## src/rtl/dfe_pkg.sv

```systemverilog
// Shared types and the slicer-decision decoder for the DFE ISI canceller.
package dfe_pkg;

  localparam int FB_W = 40;

  typedef enum logic [1:0] {IDLE, MAC, EMIT, WAIT_FB} dfe_state_t;

  typedef logic signed [2:0] dfe_sym_t;

  // Map a slicer decision back to its PAM4 symbol code (+3/+1/-1/-3).
  function automatic dfe_sym_t fb_to_sym(input logic signed [FB_W-1:0] feedback,
                                         input logic signed [FB_W-1:0] sep);
    dfe_sym_t sym;
    if (feedback >= sep)       sym = 3'sd3;
    else if (feedback >= 0)    sym = 3'sd1;
    else if (feedback >= -sep) sym = -3'sd1;
    else                       sym = -3'sd3;
    return sym;
  endfunction

endpackage

```

## src/rtl/dfe_tap_mac.sv

```systemverilog
// Post-cursor tap products (registered on en) followed by a combinational adder tree.
module dfe_tap_mac
  import dfe_pkg::*;
#(
  parameter int NUM_TAPS   = 4,
  parameter int COEF_WIDTH = 8,
  parameter int ISI_W      = COEF_WIDTH + 2 + $clog2(NUM_TAPS)
) (
  input  logic                                clk,
  input  logic                                rst,
  input  logic                                en,
  input  logic [NUM_TAPS-1:0][COEF_WIDTH-1:0] coef,
  input  dfe_sym_t [NUM_TAPS-1:0]             hist,
  output logic signed [ISI_W-1:0]             isi
);

  // |coef * sym| <= 2^(COEF_WIDTH-1) * 3, so two extra bits hold any product.
  localparam int PW = COEF_WIDTH + 2;

  logic signed [PW-1:0] prod [NUM_TAPS];

  always_ff @(posedge clk) begin
    if (rst) begin
      prod <= '{default: '0};
    end else if (en) begin
      for (int k = 0; k < NUM_TAPS; k++)
        prod[k] <= PW'($signed(coef[k])) * PW'($signed(hist[k]));
    end
  end

  always_comb begin
    isi = '0;
    for (int k = 0; k < NUM_TAPS; k++)
      isi = isi + ISI_W'(prod[k]);
  end

endmodule

```

## src/rtl/dfe_isi_canceller.sv

```systemverilog
// Decision-feedback ISI canceller: one symbol in flight, loop closed through the slicer.
// Optional output clamp to +/-2^(SIGNAL_RESOLUTION+1) enabled by defining DFE_ISI_SAT_EN.
module dfe_isi_canceller
  import dfe_pkg::*;
#(
  parameter int SIGNAL_RESOLUTION     = 8,
  parameter int PULSE_RESPONSE_LENGTH = 5,
  parameter int NUM_TAPS              = 4,
  parameter int COEF_WIDTH            = 8,
  parameter int SYMBOL_SEPERATION     = 56
) (
  input  logic                                                   clk,
  input  logic                                                   rst,
  input  logic signed [SIGNAL_RESOLUTION-1:0]                    sample_in,
  input  logic                                                   s_valid,
  output logic                                                   s_ready,
  output logic signed [SIGNAL_RESOLUTION*PULSE_RESPONSE_LENGTH-1:0] estimation,
  output logic                                                   e_valid,
  input  logic signed [FB_W-1:0]                                 feedback_value,
  input  logic                                                   f_valid,
  input  logic                                                   coef_wr,
  input  logic [$clog2(NUM_TAPS)-1:0]                            coef_addr,
  input  logic signed [COEF_WIDTH-1:0]                           coef_data,
  output logic [31:0]                                            sym_count
);

  localparam int EW    = SIGNAL_RESOLUTION * PULSE_RESPONSE_LENGTH;
  localparam int ISI_W = COEF_WIDTH + 2 + $clog2(NUM_TAPS);

  dfe_state_t                          state, nxt;
  logic signed [SIGNAL_RESOLUTION-1:0] sample_q;
  logic [NUM_TAPS-1:0][COEF_WIDTH-1:0] coef_q;
  dfe_sym_t [NUM_TAPS-1:0]             hist;
  logic signed [ISI_W-1:0]             isi;
  logic signed [EW-1:0]                diff;

  always_ff @(posedge clk) begin
    if (rst) state <= IDLE;
    else     state <= nxt;
  end

  always_comb begin
    nxt = state;
    case (state)
      IDLE:    if (s_valid) nxt = MAC;
      MAC:     nxt = EMIT;
      EMIT:    nxt = WAIT_FB;
      WAIT_FB: if (f_valid) nxt = IDLE;
      default: nxt = IDLE;
    endcase
  end

  always_comb begin
    s_ready = (state == IDLE) && !rst;
    e_valid = (state == EMIT) && !rst;
  end

  // hist[0] is the newest decision; capture shifts older ones up one tap.
  always_ff @(posedge clk) begin
    if (rst) begin
      sample_q  <= '0;
      coef_q    <= '0;
      hist      <= '0;
      sym_count <= '0;
    end else begin
      if (coef_wr && int'(coef_addr) < NUM_TAPS)
        coef_q[coef_addr] <= coef_data;
      if (state == IDLE && s_valid)
        sample_q <= sample_in;
      if (state == WAIT_FB && f_valid) begin
        hist      <= {hist[NUM_TAPS-2:0],
                      fb_to_sym(feedback_value, FB_W'(SYMBOL_SEPERATION))};
        sym_count <= sym_count + 32'd1;
      end
    end
  end

  dfe_tap_mac #(
    .NUM_TAPS  (NUM_TAPS),
    .COEF_WIDTH(COEF_WIDTH),
    .ISI_W     (ISI_W)
  ) u_mac (
    .clk (clk),
    .rst (rst),
    .en  (state == MAC),
    .coef(coef_q),
    .hist(hist),
    .isi (isi)
  );

  // Sample and products are both held in registers, so the result is stable through EMIT.
  assign diff = EW'(sample_q) - EW'(isi);

`ifdef DFE_ISI_SAT_EN
  localparam logic signed [EW-1:0] SAT_HI = EW'((1 << (SIGNAL_RESOLUTION + 1)) - 1);
  localparam logic signed [EW-1:0] SAT_LO = ~SAT_HI;

  always_comb begin
    if (diff > SAT_HI)      estimation = SAT_HI;
    else if (diff < SAT_LO) estimation = SAT_LO;
    else                    estimation = diff;
  end
`else
  assign estimation = diff;
`endif

endmodule

```

## config.mk

```make
export PLATFORM = sky130hd
export DESIGN_NAME = dfe_isi_canceller
export DESIGN_NICKNAME = d
export VERILOG_FILES = /design/src/rtl/dfe_pkg.sv /design/src/rtl/dfe_tap_mac.sv /design/src/rtl/dfe_isi_canceller.sv
export SDC_FILE = /design/constraint.sdc
export NUM_CORES = 1
export LEC_CHECK = 0
export BUFFER_PORTS_ARGS = -buffer_cell sky130_fd_sc_hd__buf_2
export CAP_MARGIN = 20
export CORE_MARGIN = 2
export CORE_UTILIZATION = 47
export CTS_BUF_LIST = sky130_fd_sc_hd__clkbuf_4 sky130_fd_sc_hd__clkbuf_8
export CTS_CLUSTER_DIAMETER = 120
export DETAILED_ROUTE_END_ITERATION = 12
export PLACE_DENSITY_LB_ADDON = 0.08
export SETUP_SLACK_MARGIN = 0.1
export SKIP_LAST_GASP = 1
export SYNTH_ARGS = -nofsm -noshare
export SYNTH_HDL_FRONTEND = slang
export SYNTH_HIERARCHICAL = 1
export SYNTH_SLANG_ARGS = --single-unit
export TNS_END_PERCENT = 20
```

## constraint.sdc

```tcl
create_clock -name clk -period 6.02 [get_ports clk]
set_clock_uncertainty 0.1 [all_clocks]
set_input_delay 0.301 -clock clk [delete_from_list [all_inputs] [get_ports clk]]
set_output_delay 0.301 -clock clk [all_outputs]
set_load 0.01 [all_outputs]
```

Word level (Yosys, flattened, before mapping)

Cells that the tools add are included.

Add/sub/neg operators: 5
Multipliers: 4
Order comparisons: 5
Equal/unequal tests: 5
Multiplexer cells: 9
Reductions and logical operators: 8

Operators with widths:

| kind                    | count |
|---|---|
| $ge A40 B7 Y1 const B   | 2 |
| $ge A40 B1 Y1 const B   | 1 |
| $mul A8 B3 Y10          | 4 |
| $add A32 B1 Y32 const B | 1 |
| $bwmux W32              | 1 |
| $demux W8 S2            | 1 |
| $sub A8 B12 Y13         | 1 |
| $add A11 B10 Y12        | 1 |
| $add A12 B10 Y12        | 1 |
| $add A10 B10 Y11        | 1 |
| $mux W8                 | 1 |
| $pmux W2 S4             | 1 |
| $mux W2                 | 3 |
| $mux W3                 | 2 |
| $logic_and A1 B1 Y1     | 5 |
| $eq A2 B2 Y1 const B    | 2 |
| $ne A2 B2 Y1 const B    | 2 |
| $lt A2 B3 Y1 const B    | 1 |
| $eq A2 B1 Y1 const B    | 1 |
| $ge A2 B1 Y1 const B    | 1 |
| $logic_not A2 Y1        | 1 |
| $reduce_and A2 Y1       | 1 |
| $logic_not A1 Y1        | 1 |

Bits in registers: 126
Output and inout bits: 74

Depth between registers and ports, before layout

Depth after elaboration: 5
Mapped depth: 19
Gate-level depth less buffers: 18

Hierarchy

The synthesis kept the hierarchy.

By module, submodules not included:

| module            | times used | cells each | area an instance (um^2) | sequential area each (um^2) |
|---|---|---|---|---|
| dfe_tap_mac       | 1          | 581        | 5118.7                  | 800.8 |
| dfe_isi_canceller | 1          | 506        | 4330.4                  | 1721.7 |

Worst setup path before layout

No wires, ideal clock.

Kind: register to output
Start point: register u_mac/prod[5] (netlist name)
End point: output estimation[13]
Arrival: 4.933 ns
Required time: 5.619 ns
Path slack: 0.686 ns
Stages on the path, launching flop included: 18
Buffers on the path: 1
Cell sequence: dfxtp_1 inv_1 fa_1 fa_1 inv_1 ha_1 and3_4 a2111oi_4 o21bai_1 a21oi_1 xnor2_1 inv_1 ha_1 a21o_1 nand3_1 nand4_1 o22ai_1 buf_4

Word-level cells in the longest chain between the ends: 2

Ends and longest elaborated chain:

| what                             | line                    | RTL |
|---|---|---|
| start: declaration               | dfe_tap_mac.sv:20       | `logic signed [PW-1:0] prod [NUM_TAPS];` |
| start signal: indexed assignment | dfe_tap_mac.sv:27       | `prod[k] <= PW'($signed(coef[k])) * PW'($signed(hist[k]));` |
| $add A12 B10 Y12                 | dfe_tap_mac.sv:34       | `isi = isi + ISI_W'(prod[k]);` |
| named net isi[8]                 | dfe_isi_canceller.sv:34 | `logic signed [ISI_W-1:0] isi;` |
| $sub A8 B12 Y13                  | dfe_isi_canceller.sv:92 | `assign diff = EW'(sample_q) - EW'(isi);` |
| end: declaration                 | dfe_isi_canceller.sv:17 | `output logic signed [SIGNAL_RESOLUTION*PULSE_RESPONSE_LENGTH-1:0] estimation,` |

The timed path passes the listed nets, and every way through them passes these cells.

Worst setup path after layout

Start point: register u_mac/prod[3] (netlist name)
End point: output estimation[14]

The elaborated chain is that of the path after synthesis.

==> impl_metrics.ini <==
[status]
status = complete, no violations

[place]
io_buffer_count = 133
gp_congestion = 0.7961
dp_hpwl_mm = 15.42

[logic_synthesis]
synth_edf_count = 0
ys_seq_area_share_pct = 26.69
yosys_most_used_dff = dfxtp_1
synth-async-reset-ratio_pct = 0
netlist_area_um2 = 9449
netlist.area_leader.share_pct = 26.69
yosysUniqueCellTypes = 53
synth_top_area_cell = dfxtp_1
ys_top_cells_by_area = dfxtp_1 (27%), fa_1 (12%), ha_1 (11%)
synthCells = 1087
netlist_top_cells_count = dfxtp_1 (126), nor2_1 (119), inv_1 (110)
yosysMostFrequentCell = dfxtp_1
ys_seq_elements = 126
syn_nets = 1289
synth_area_per_cell_um2 = 8.693
yosys_warnings = 6

[global_route]
grt_overflow = 0
grt_start_max_net_pins = 79
antenna_found_initial = 0
grt_pass1_wl_mm = 33.80
grt_pass1_vias = 6748
grt_usage_pct = 19.36

[clock_network]
cts_tree = done
worstSkewPairLatency_ps = 440
cts_buffer_depth = 2
numCtsBuffers = 17
ctsHtreeMaxLevel = 4
cts.clk_slew.worst_paths_ps = 80
cts.sinks = 126
cts-root-buf = clkbuf_8

[timing]
hold_viol = 0
worstMarginPinSlew_ps = 831.9
tns_ps = 0
period_minus_slack_ps = 5164
max_slew_margin_pct = 44.54
period_share_pct = 85.78
finalSetupViolations = 0
fmax_mhz = 193.6
finalMaxSlewViolations = 0
rsz0062_at_grt = no

[worst_hold_path]
holdPathEnd = hist[2]
min_path_type = input port to flip-flop
hp-start = feedback_value[39]
hold_depth = 3

[die]
start_util_pct = 48.23
dieArea_um2 = 21250
die_x_um = 145.8
io_pins = 137
die_y_um = 145.8
coreArea_um2 = 19590
row_count = 51

[run]
maxCapViolations = 0

[routing]
ant_nets = 0
drtPass1Iterations = 4
post_drt_wl_per_cell_um = 13.79
drt_iter0_markers = 397
finalWirelength_mm = 20.13
route.detailed.drc = 0
vias = 7221
via_per_inst = 4.949

[power]
vdd_drop_max_mv = 0.2917
leakagePower_nw = 5.023
power_density_nw_per_um2 = 359.4

[final_layout]
syn2layout_area_growth_pct = 12.02
drive_gt1_share_pct = 15.08
num-nets-final = 1384
antenna_cells = 0
fin_util_pct = 54.03

[critical_path]
critPathLaunch = u_mac/prod[3]
r2r_slack_ps = 2580
regToRegStartpoint = hist[5]
r2r_cells = 10
critical_path_arrival_ps = 4760
end_kind = output port
crit_path_start_kind = flip-flop
reg2reg_to = u_mac/prod[27]
critical_path_class = flip-flop to output port
path_max_fanout = 28
required_ps = 5620
## how the worst max path moves through the flow
stage,cells after the start,end,slack [ps]
after global placement,16,estimation[37],1330
after CTS,19,estimation[14],780
after global routing,19,estimation[16],440
after detailed placement,19,estimation[14],1290
after floorplan,17,estimation[13],690
final,16,estimation[14],860
## critical path, cell delays in order, from the launching register on
cell and delay (ps):
dfxtp_1 340, inv_1 60, fa_1 520, fa_1 530, inv_1 40, ha_1 350, and3_4 210, a2111oi_4 430
xnor2_1 160, inv_1 50, ha_1 190, or3_1 320, o21ai_0 420, nor3_1 110, o22ai_1 170, buf_4 250
buf_2 160
## final cells by class
| cell class | instances | area (µm²) |
|---|---|---|
| timing repair buffer | 145 | 778.2 |
| tap | 265 | 331.6 |
| sequential | 126 | 2522 |
| clock buffer | 17 | 234.0 |
| inverter | 110 | 412.9 |
| clock inverter | 14 | 170.2 |
| fill | 1890 | 9005 |
| multi-input combinational | 782 | 6136 |
## where the power goes
group / internal [mW] / switching [mW]
sequential: 0.879 / 0.0437
clock: 0.408 / 0.361
combinational: 0.902 / 1.21
total: 2.19 / 1.62
## metrics by stage
step	instances	area (µm²)	total power, mW	hold WS [ps]	worst slack (ps)
floorplan	1087	9449	2.991	333.0	685.8
global placement	1420	10100	3.065	346.6	1332
detailed placement	1420	10100	3.077	352.3	1285
CTS	1459	10590	3.857	4.599	782.5
global route	1459	10590	4.075	12.89	442.3
finish	1459	10590	3.805	36.69	855.8
## cell families (layout without fill, tap and decap cells)
| group | after synthesis | count (layout) | share of synthesized area (%) |
|---|---|---|---|
| and+or+nand+nor | 401 | 401 | 21.68 |
| buffers and inverters | 179 | 286 | 8.395 |
| adders and majority gates | 139 | 139 | 23.01 |
| DFF | 126 | 126 | 26.69 |
| AOI/OAI and AO/OA | 115 | 115 | 7.760 |
| xor gates and xnor gates | 75 | 75 | 6.952 |
| muxes | 52 | 52 | 5.508 |
## layout by cell type, fill, tap and decap left out, drive strengths merged, types with 4 or more instances in the layout
master       count
dfxtp          126
nor4            13
nand2b          34
o311ai           4
nand2           96
a211oi          14
and2            27
clkinv           9
inv            111
xnor2           41
xor2            34
nor3b            6
dlygate4sd3      8
o22ai           10
o21ai           10
fa              58
and3             5
o21a             4
buf            137
nor3            10
nand4           24
nor2b           12
and4b            4
nand3           39
a21o            12
nor2           119
ha              81
mux2i           52
a21oi           48
clkbuf          17
## routing by layer
layer  vias to the layer above  track usage [%]  wire [µm]
met4                         0            4.853        216
li1                       3758                -          -
met5                         -                0          0
met1                      3342            28.02      10250
met3                        20            3.229        659
met2                       101            30.09       8996
## sequential cells by signal, indices dropped and copies added (netlist names)
| register | cells |
|---|---|
| u_mac/prod | 40 |
| coef_q | 32 |
| sym_count | 32 |
| hist | 12 |
| sample_q | 8 |
| state | 2 |
## timing repair
action                    CTS  global route
buffers inserted            0             0
hold buffers                8             0
hold endpoints to repair    8             0
resized for setup           0             0
Power figures use the tool's default switching activity.
